`src/rtl/cwseq_pkg.sv`:
```
// Shared definitions for the control word sequencer.
// Contents:
//   cwseq_state_e          FSM state encoding (LOAD=0, PLAY=1, DONE=2)
//   CwWidthDefault         default control word width
//   DebounceCyclesDefault  default debounce length (10 ms at 50 MHz)
//   DebounceSim            short debounce length for simulation
package cwseq_pkg;

  typedef enum logic [1:0] {
    StLoad = 2'd0,
    StPlay = 2'd1,
    StDone = 2'd2
  } cwseq_state_e;

  localparam int unsigned CwWidthDefault        = 33;
  localparam int unsigned DebounceCyclesDefault = 500000;
  localparam int unsigned DebounceSim           = 4;

endpackage

```
`src/rtl/button_debounce.sv`:
```
// Debouncer for one raw push button.
// The debounced level flips only after raw has differed from it for DEBOUNCE_CYCLES
// consecutive clocks. rise is a one-clock event, registered one clock after the level
// goes high, so a raw edge yields rise DEBOUNCE_CYCLES + 1 clocks later.
// Ports:
//   clock  system clock
//   reset  synchronous, active-low
//   raw    raw button, active-high
//   level  debounced level
//   rise   one-clock event on a debounced rising edge
module button_debounce
  import cwseq_pkg::*;
#(
  parameter int unsigned DEBOUNCE_CYCLES = DebounceCyclesDefault
) (
  input  logic clock,
  input  logic reset,
  input  logic raw,
  output logic level,
  output logic rise
);

  // Counter only needs to reach DEBOUNCE_CYCLES - 1.
  localparam int unsigned CntW = (DEBOUNCE_CYCLES > 1) ? $clog2(DEBOUNCE_CYCLES) : 1;

  logic            level_q, level_d;
  logic            prev_q;
  logic            rise_q;
  logic [CntW-1:0] cnt_q, cnt_d;

  always_comb begin
    level_d = level_q;
    cnt_d   = '0;
    if (raw != level_q) begin
      if (cnt_q == CntW'(DEBOUNCE_CYCLES - 1)) begin
        level_d = raw;
      end else begin
        cnt_d = cnt_q + CntW'(1);
      end
    end
  end

  always_ff @(posedge clock) begin
    if (!reset) begin
      level_q <= 1'b0;
      prev_q  <= 1'b0;
      rise_q  <= 1'b0;
      cnt_q   <= '0;
    end else begin
      level_q <= level_d;
      prev_q  <= level_q;
      rise_q  <= level_q & ~prev_q;
      cnt_q   <= cnt_d;
    end
  end

  assign level = level_q;
  assign rise  = rise_q;

endmodule

```
`src/rtl/control_word_sequencer.sv`:
```
// Records up to DEPTH control words from the switches (LOAD) and replays them one per
// debounced step press (PLAY), driving a registered control word and a one-clock step
// strobe. With nothing stored, PLAY passes the live switches through.
// Optional feature macro: CWSEQ_LOOP_EN -- when defined, playback wraps to entry 0 after
// the last entry; otherwise the FSM parks in DONE on the last entry.
// Ports:
//   clock         system clock
//   reset         synchronous, active-low
//   sw_cw         live control word from switches
//   btn_store     raw store button, active-high
//   btn_step      raw step button, active-high
//   mode_run      0 = LOAD, 1 = PLAY (asynchronous level, synchronised here)
//   control_word  registered control word to the datapath
//   step_pulse    one-clock datapath advance strobe
//   index         entry currently presented in PLAY
//   count         number of stored entries
//   full          count == DEPTH
//   state         FSM state code
module control_word_sequencer
  import cwseq_pkg::*;
#(
  parameter int unsigned CW_WIDTH        = CwWidthDefault,
  parameter int unsigned DEPTH           = 16,
  parameter int unsigned DEBOUNCE_CYCLES = DebounceCyclesDefault
) (
  input  logic                     clock,
  input  logic                     reset,
  input  logic [CW_WIDTH-1:0]      sw_cw,
  input  logic                     btn_store,
  input  logic                     btn_step,
  input  logic                     mode_run,
  output logic [CW_WIDTH-1:0]      control_word,
  output logic                     step_pulse,
  output logic [$clog2(DEPTH)-1:0] index,
  output logic [$clog2(DEPTH):0]   count,
  output logic                     full,
  output logic [1:0]               state
);

  localparam int unsigned Aw = $clog2(DEPTH);

  logic store_ev, step_ev;
  logic store_level, step_level;

  // Debounced levels are not needed here; only the edge events drive the FSM.
  logic unused_levels;
  assign unused_levels = store_level ^ step_level;

  button_debounce #(
    .DEBOUNCE_CYCLES (DEBOUNCE_CYCLES)
  ) u_store_db (
    .clock (clock),
    .reset (reset),
    .raw   (btn_store),
    .level (store_level),
    .rise  (store_ev)
  );

  button_debounce #(
    .DEBOUNCE_CYCLES (DEBOUNCE_CYCLES)
  ) u_step_db (
    .clock (clock),
    .reset (reset),
    .raw   (btn_step),
    .level (step_level),
    .rise  (step_ev)
  );

  cwseq_state_e      state_q;
  logic [Aw:0]       count_q;
  logic [Aw-1:0]     index_q;
  logic [CW_WIDTH-1:0] cw_q;
  logic              pulse_q;
  logic              adv_q;   // a PLAY step was pulsed last cycle; advance now
  logic [1:0]        mode_sync_q;
  logic [CW_WIDTH-1:0] mem_q [DEPTH];

  logic          mode_s;
  logic          full_w;
  logic          last_w;
  logic          do_store;
  logic [Aw-1:0] next_idx;

  assign mode_s   = mode_sync_q[1];
  assign full_w   = (count_q == (Aw + 1)'(DEPTH));
  assign last_w   = ({1'b0, index_q} == count_q - (Aw + 1)'(1));
  assign next_idx = index_q + Aw'(1);
  assign do_store = (state_q == StLoad) && store_ev && !full_w;

  // Storage is not reset; count alone defines which entries are valid.
  always_ff @(posedge clock) begin
    if (do_store) begin
      mem_q[count_q[Aw-1:0]] <= sw_cw;
    end
  end

  always_ff @(posedge clock) begin
    if (!reset) begin
      state_q     <= StLoad;
      count_q     <= '0;
      index_q     <= '0;
      cw_q        <= '0;
      pulse_q     <= 1'b0;
      adv_q       <= 1'b0;
      mode_sync_q <= '0;
    end else begin
      mode_sync_q <= {mode_sync_q[0], mode_run};
      // The pulse goes out with whatever word is already registered, so a store on
      // the same clock cannot disturb it.
      pulse_q     <= step_ev && (state_q != StDone);
      adv_q       <= 1'b0;
      if (do_store) begin
        count_q <= count_q + (Aw + 1)'(1);
      end
      unique case (state_q)
        StLoad: begin
          if (mode_s) begin
            state_q <= StPlay;
            index_q <= '0;
            cw_q    <= (count_q == '0) ? sw_cw : mem_q[0];
          end else begin
            cw_q <= sw_cw;
          end
        end
        StPlay: begin
          if (!mode_s) begin
            state_q <= StLoad;
            cw_q    <= sw_cw;
          end else if (count_q == '0) begin
            cw_q <= sw_cw;
          end else begin
            adv_q <= step_ev;
            // Advance one clock after the pulse so the word is stable through it.
            if (adv_q) begin
              if (last_w) begin
`ifdef CWSEQ_LOOP_EN
                index_q <= '0;
                cw_q    <= mem_q[0];
`else
                state_q <= StDone;
`endif
              end else begin
                index_q <= next_idx;
                cw_q    <= mem_q[next_idx];
              end
            end
          end
        end
        StDone: begin
          if (!mode_s) begin
            state_q <= StLoad;
            cw_q    <= sw_cw;
          end
        end
        default: state_q <= StLoad;
      endcase
    end
  end

  assign control_word = cw_q;
  assign step_pulse   = pulse_q;
  assign index        = index_q;
  assign count        = count_q;
  assign full         = full_w;
  assign state        = state_q;

endmodule

```
`config.mk`:
```
export PLATFORM = sky130hd
export DESIGN_NAME = control_word_sequencer
export DESIGN_NICKNAME = d
export VERILOG_FILES = /design/src/rtl/cwseq_pkg.sv /design/src/rtl/button_debounce.sv /design/src/rtl/control_word_sequencer.sv
export SDC_FILE = /design/constraint.sdc
export NUM_CORES = 1
export LEC_CHECK = 0
export ABC_CLOCK_PERIOD_IN_PS = 10850
export CAP_MARGIN = 20
export CORE_AREA = 2 2 243 305
export DETAILED_ROUTE_END_ITERATION = 12
export DIE_AREA = 0 0 245 307
export GPL_TIMING_DRIVEN = 0
export HOLD_SLACK_MARGIN = 0.1
export PLACE_DENSITY = 0.54
export SYNTH_ARGS = -nofsm -noshare
export SYNTH_HDL_FRONTEND = slang
export SYNTH_SLANG_ARGS = --single-unit
```
`constraint.sdc`:
```
create_clock -name clock -period 10.85 [get_ports clock]
set_clock_uncertainty 0.05 [all_clocks]
set_input_delay 2.17 -clock clock [delete_from_list [all_inputs] [get_ports clock]]
set_output_delay 2.17 -clock clock [all_outputs]
set_load 0.03 [all_outputs]
```
==> results.tsv, run 1 <==
stage	metric	value	unit
sta	fin crit period	4.55	ns
placed_design	GPL Wtd Cong	0.746	
cells_and_area	final core utilization	40.8	%
cts	Num CTS Buffers	59	
synthesis	post-synthesis sequential area ratio	70.7	%
cts	CTS H-tree depth	2	
global_route	GR Overflow Total	0	
route	number of routed nets with antenna violations	0	
sta	final slew viol count	0	
cts	cts hold-fix bufs	0	
sta	Final WS setup	6.30	ns
route	first-pass iteration count of the detailed router	5	
die	initial core utilization	34.5	%
die	Die W	245	um
cells_and_area	filler-free cell count of the finished design	2652	
power_and_ir_drop	cell area power density	171	nW/um2
power_and_ir_drop	static leakage	9.41	nW
synthesis	number of synthesized flops with an enable pin	528	
route	routed vias/inst	5.14	
synthesis	Most used DFF post-synth	edfxtp_1	
synthesis	Syn Nets	1520	
min_path	Hold Path Class	register to register	
global_route	largest net degree at the start of global routing	21	
placed_design	DP Area	27600	um2
synthesis	Yosys reg bits	620	
synthesis	mean post-synth cell area	17.0	um2
cells_and_area	fraction of layout instances using a drive strength above 1	21.2	%
power_and_ir_drop	VDD IR max	0.131	mV
sta	f_max	0.220	GHz
cells_and_area	final instance area	29700	um2
synthesis	largest area contributor in the netlist	edfxtp_1	
setup_path	CP arrival	2.33	ns
die	core region area	72600	um2
route	drt first-iter violations	1016	
cts	Worst-Skew Late Latency	0.63	ns
synthesis	Commonest cells post-synth	edfxtp_1 (528), mux4_2 (131), nor2_1 (131)	
cts	clk root buf	clkbuf_16	
route	DR vias	13600	
route	WL final	62800	um
placed_design	placed insts	2539	
setup_path	CP max FO	7	
power_and_ir_drop	total power	5.07	mW
setup_path	Slowest cell on crit path	clkdlybuf4s50_1	
placed_design	Port Buffers	83	
sta	Fin. Hold Viols	0	
sta	Fin Hold WS	0.331	ns
cts	Post-CTS Repair Setup Buffers	0	
setup_path	Critical Path RT	8.63	ns
run	max_cap viols	0	
sta	Least-Margin Pin Slew	0.982	ns
synthesis	Distinct cells, synth	51	
setup_path	crit path cell chain	inv_1 > ha_1 > and3_1 > clkdlybuf4s50_1	
synthesis	Post-Syn Area	25000	um2
sta	unrepaired setup endpoints after global routing	no	
cells_and_area	area delta synth->final	18.4	%
synthesis	Syn. warnings	0	
global_route	first-pass GRT wire length	93700	um
cts	Clock transition at path regs	0.07	ns
placed_design	dpl ws	6.66	ns
route	drt wl/cell	23.7	um
run_status	status	complete, no violations	
global_route	Total GRT Usage	16.8	%
cts	Clock Tree Buf Depth	3	
cells_and_area	Nets	1690	
die	chip height	307	um
cts	PostCTS Resize Cnt	0	
setup_path	CP top delay family	buffers and inverters	
cts	CTS tree	built	
setup_path	Worst setup SP type	register	
route	# DRC	0	
synthesis	Gate Count Post-Synth	1470	
synthesis	Async SR Flop Fraction	0	%
placed_design	detailed placer's ending HPWL	42000	um
synthesis	largest cells by area after synthesis	edfxtp_1 (63%), mux4_2 (12%), dfxtp_1 (7.4%)	
setup_path	critical path class	register to output pin	
die	Ports	84	
setup_path	Worst Setup End Kind	output pin	
sta	Slew Limit Headroom	34.5	%
sta	Final TNS setup	0	ns
synthesis	most common cell in the synthesized netlist	edfxtp_1	
setup_path	Worst Path Buf+Inv	2	
sta	setup violators final	0	
global_route	vias in the first global route	14700	
cts	# clock sinks	620	
die	# rows	111	
die	die area	75200	um2
setup_path	critical path's largest stage delay	0.59	ns
synthesis	Yosys top cell area share	63.3	%
global_route	antenna violations before repair	2	
sta	Period Utilization, post-route	42.0	%
## placed cells by master (no fill, tap or decap), types with 20 or more instances in the layout
| cell | n |
|---|---|
| a21oi_1 | 72 |
| buf_2 | 43 |
| clkbuf_1 | 31 |
| clkbuf_16 | 60 |
| clkdlybuf4s50_1 | 83 |
| dfxtp_1 | 92 |
| edfxtp_1 | 528 |
| inv_1 | 43 |
| mux2i_1 | 36 |
| mux4_2 | 131 |
| nand2_1 | 99 |
| nor2_1 | 118 |
| o21ai_0 | 35 |
| o221ai_1 | 34 |
| o2bb2ai_2 | 30 |
| xnor2_1 | 20 |
| xor2_1 | 27 |
## cell families (layout without fill, tap and decap cells)
kind of cell,after synthesis,after routing,share of synthesized area [%]
adders and majority gates,12,12,0.600
buffers and inverters,124,345,2.59
DFF,620,620,70.7
xor gates and xnor gates,48,48,1.74
AOI/OAI and AO/OA,186,186,5.66
other,0,1,0
muxes,167,167,13.2
and+or+nand+nor,313,313,5.53
## metal layers
| metal | vias up | GRT usage, % | share of wire [%] |
|---|---|---|---|
| met5 | - | 0 | 0.021 |
| met4 | 2 | 5.22 | 2.5 |
| met3 | 101 | 2.69 | 4.8 |
| met2 | 360 | 30.5 | 53 |
| met1 | 7108 | 20.3 | 39 |
| li1 | 6060 | - | - |
## report_power, final
group	switching, mW	total, mW	internal [mW]	leakage, nW
clock network	0.886	2.15	1.26	0.983
registers	0.0263	2.63	2.61	5.49
logic	0.193	0.287	0.0949	2.93
total	1.10	5.07	3.96	9.41
## worst reg2reg max path, delay by kind of cell, from the launching register on
family | cells | cell delay (ns)
compound gates | 3 | 1.11
flops | 1 | 0.48
simple gates | 3 | 0.67
buf+inv | 2 | 0.80
fa+ha+maj | 1 | 0.28
## flip-flops by register name, indices dropped and copies added, names as in the netlist
name               count
adv_q                  1
count                  5
u_step_db.cnt_q       19
step_pulse             1
u_step_db.prev_q       1
u_store_db.prev_q      1
u_store_db.level       1
u_step_db.rise         1
mode_sync_q            2
mem_q                528
u_store_db.cnt_q      19
u_step_db.level        1
state                  2
index                  4
control_word          33
u_store_db.rise        1
## path summary, 6_finish.rpt
kind	from	end	slack, ns	depth (start not counted)
hold reg to reg	u_store_db.prev_q	u_store_db.rise	0.33	1
hold / removal	u_store_db.prev_q	u_store_db.rise	0.33	1
setup reg to reg	count[0]	control_word[13]	7.32	9
setup / recovery	count[0]	full	6.30	4
## layout make-up
type                       count  area (um2)
antenna                        1        2.50
buffer                        81         488
clock buffer                  80        1630
clock inverter                32         393
fill                        6508       43000
inverter                      43         161
multi-input combinational    726        6810
sequential                   620       17700
tap                          960        1200
timing repair buffer         109        1280
(Power assumes the default switching activity.)
==> run 2, diff against run 1 <==
--- a/config.mk
+++ b/config.mk
@@ -5,7 +5,7 @@
 export SDC_FILE = /design/constraint.sdc
 export NUM_CORES = 1
 export LEC_CHECK = 0
-export ABC_CLOCK_PERIOD_IN_PS = 10850
+export ABC_CLOCK_PERIOD_IN_PS = 4300
 export CAP_MARGIN = 20
 export CORE_AREA = 2 2 243 305
 export DETAILED_ROUTE_END_ITERATION = 12
==> constraint.sdc (replaced) <==
create_clock -name clock -period 4.3 [get_ports clock]
set_clock_uncertainty 0.05 [all_clocks]
set_input_delay 0.86 -clock clock [delete_from_list [all_inputs] [get_ports clock]]
set_output_delay 0.86 -clock clock [all_outputs]
set_load 0.03 [all_outputs]
==> results.tsv, run 2 (synthesis gave the netlist of run 1 again) <==
stage	metric	value	unit
setup_path	CP arrival	3.92	ns
setup_path	Slowest cell on crit path	a21oi_1	
sta	fin crit period	3.46	ns
setup_path	Critical Path RT	4.76	ns
cells_and_area	most frequent cells in the layout	edfxtp_1 (528), mux4_2 (131), nor2_1 (118)	
sta	unrepaired setup endpoints after global routing	no	
setup_path	Setup crit end	control_word[10]	
placed_design	dpl ws	0.911	ns
placed_design	detailed placer's ending HPWL	42400	um
power_and_ir_drop	internal power	10.1	mW
setup_path	CP top delay family	compound AO/OA/AOI/OAI gates	
power_and_ir_drop	Sw Pwr	2.80	mW
die	chip height	307	um
cts	CTS tree	built	
run_status	status	complete, no violations	
sta	Slew Limit Headroom	37.3	%
power_and_ir_drop	sequential share of power	51.6	%
cells_and_area	commonest non-fill, non-tap cell in the layout	edfxtp_1	
cells_and_area	Largest register FFs	528	
sta	f_max	0.289	GHz
die	die area	75200	um2
cells_and_area	fraction of layout instances using a drive strength above 1	21.4	%
cts	Worst-Skew Late Latency	0.62	ns
global_route	vias in the first global route	14600	
cts	cts hold-fix bufs	0	
cts	Post-CTS Repair Setup Buffers	0	
setup_path	RR Startpoint	count[0]	
route	number of routed nets with antenna violations	0	
sta	final slew viol count	0	
min_path	Hold Path Class	register to register	
power_and_ir_drop	combinational group share of total power	5.6	%
cts	Clock Tree Buf Depth	3	
setup_path	critical path's largest stage delay	0.79	ns
placed_design	Port Buffers	83	
cts	Clock transition at path regs	0.06	ns
die	# rows	111	
setup_path	reg2reg end	control_word[10]	
sta	Period Utilization, post-route	80.5	%
global_route	antenna violations before repair	0	
setup_path	Worst Setup End Kind	register	
die	core region area	72600	um2
sta	setup violators final	0	
cts	clk root buf	clkbuf_16	
global_route	Total GRT Usage	16.9	%
cts	PostCTS Resize Cnt	0	
power_and_ir_drop	Sw Ratio	21.8	%
global_route	largest net degree at the start of global routing	21	
route	WL final	62800	um
global_route	GR Overflow Total	0	
min_path	Worst Hold Launch	u_step_db.prev_q	
sta	Least-Margin Pin Slew	0.941	ns
setup_path	r2r setup slk	0.84	ns
setup_path	Worst setup SP type	register	
cts	# clock sinks	620	
route	DR vias	13500	
setup_path	CP startpoint	count[0]	
cts	CTS H-tree depth	2	
power_and_ir_drop	static leakage	9.42	nW
sta	Fin. Hold Viols	0	
setup_path	R2R depth	9	
power_and_ir_drop	cell area power density	433	nW/um2
setup_path	Worst Path Buf+Inv	2	
global_route	first-pass GRT wire length	93400	um
power_and_ir_drop	clock power share	42.8	%
min_path	Hold Path Depth	1	
setup_path	CP max FO	10	
route	routed vias/inst	5.11	
route	first-pass iteration count of the detailed router	5	
sta	Final WS setup	0.836	ns
run	max_cap viols	0	
route	# DRC	0	
power_and_ir_drop	VDD IR max	0.303	mV
cells_and_area	Nets	1687	
placed_design	GPL Wtd Cong	0.760	
route	drt first-iter violations	925	
setup_path	critical path class	register to register	
die	Die W	245	um
die	Ports	84	
setup_path	CP Depth	9	
die	initial core utilization	34.5	%
cells_and_area	# diodes	0	
cells_and_area	area delta synth->final	18.9	%
route	drt wl/cell	23.7	um
sta	Final TNS setup	0	ns
setup_path	crit path cell chain	inv_1 > ha_1 > or4b_1 > nand2_1 > a21oi_1 > clkbuf_1 > o221ai_1 > nor2_1 > o2bb2ai_2	
cts	Num CTS Buffers	59	
[run 2: changes by cell type in the layout (fill, tap and decap cells not counted), sizes merged]
| cell | before | now |
|---|---|---|
| diode | 1 | 0 |
| clkinvlp | 2 | 4 |
| inv | 44 | 45 |
| clkbuf | 97 | 91 |
| buf | 90 | 87 |
| bufinv | 9 | 10 |
[run 2: power by group through the flow]
stage | logic (mW) | registers (mW) | clock network, mW
floorplan | 0.256 | 6.86 | 0
global placement | 0.701 | 6.78 | 0
detailed placement | 0.717 | 6.77 | 0
CTS | 0.721 | 6.65 | 5.64
global route | 0.771 | 6.65 | 5.85
finish | 0.718 | 6.64 | 5.52
[run 2: worst min-delay path by stage]
stage	end	slack [ns]
finish	u_step_db.rise	0.33
global route	u_store_db.rise	0.34
CTS	u_step_db.rise	0.33
detailed placement	u_store_db.rise	0.32
global placement	u_store_db.rise	0.32
floorplan	u_step_db.rise	0.32
[run 2: worst reg2reg max path, stage by stage, from the launching register on]
cell       delay [ns]
dfxtp_1          0.47
inv_1            0.15
ha_1             0.29
or4b_1           0.30
nand2_1          0.18
a21oi_1          0.79
clkbuf_1         0.66
o221ai_1         0.20
nor2_1           0.20
o2bb2ai_2        0.07
[run 2: area by class of cell]
cell class	count	area (um2)
multi-input cells	726	6830
flip-flops and latches	620	17700
repair buffers	106	1330
inverters	43	161
plain buffers	81	488
well taps	960	1200
fillers	6496	42900
clock inverters	36	449
clock buffers	74	1620
[run 2: routing by layer]
metal	vias to the layer above	GRT usage, %	share of wire (%)
met5	-	0	0
li1	6054	-	-
met1	7065	20.2	40
met2	313	31.0	54
met4	0	4.91	2.5
met3	92	2.68	3.8
[run 2: through the flow]
stage / cell area [um2] / util (%) / instances / hold slack (ns) / power, mW
after floorplan: 25100 / - / 1470 / 0.317 / 7.11
after global placement: 27100 / 37.3 / 2513 / 0.322 / 7.48
after detailed placement: 27700 / 38.1 / 2536 / 0.325 / 7.49
after CTS: 29800 / 41.0 / 2646 / 0.332 / 13.0
after global routing: 29800 / 41.0 / 2646 / 0.340 / 13.3
final: 29800 / 41.0 / 2646 / 0.326 / 12.9
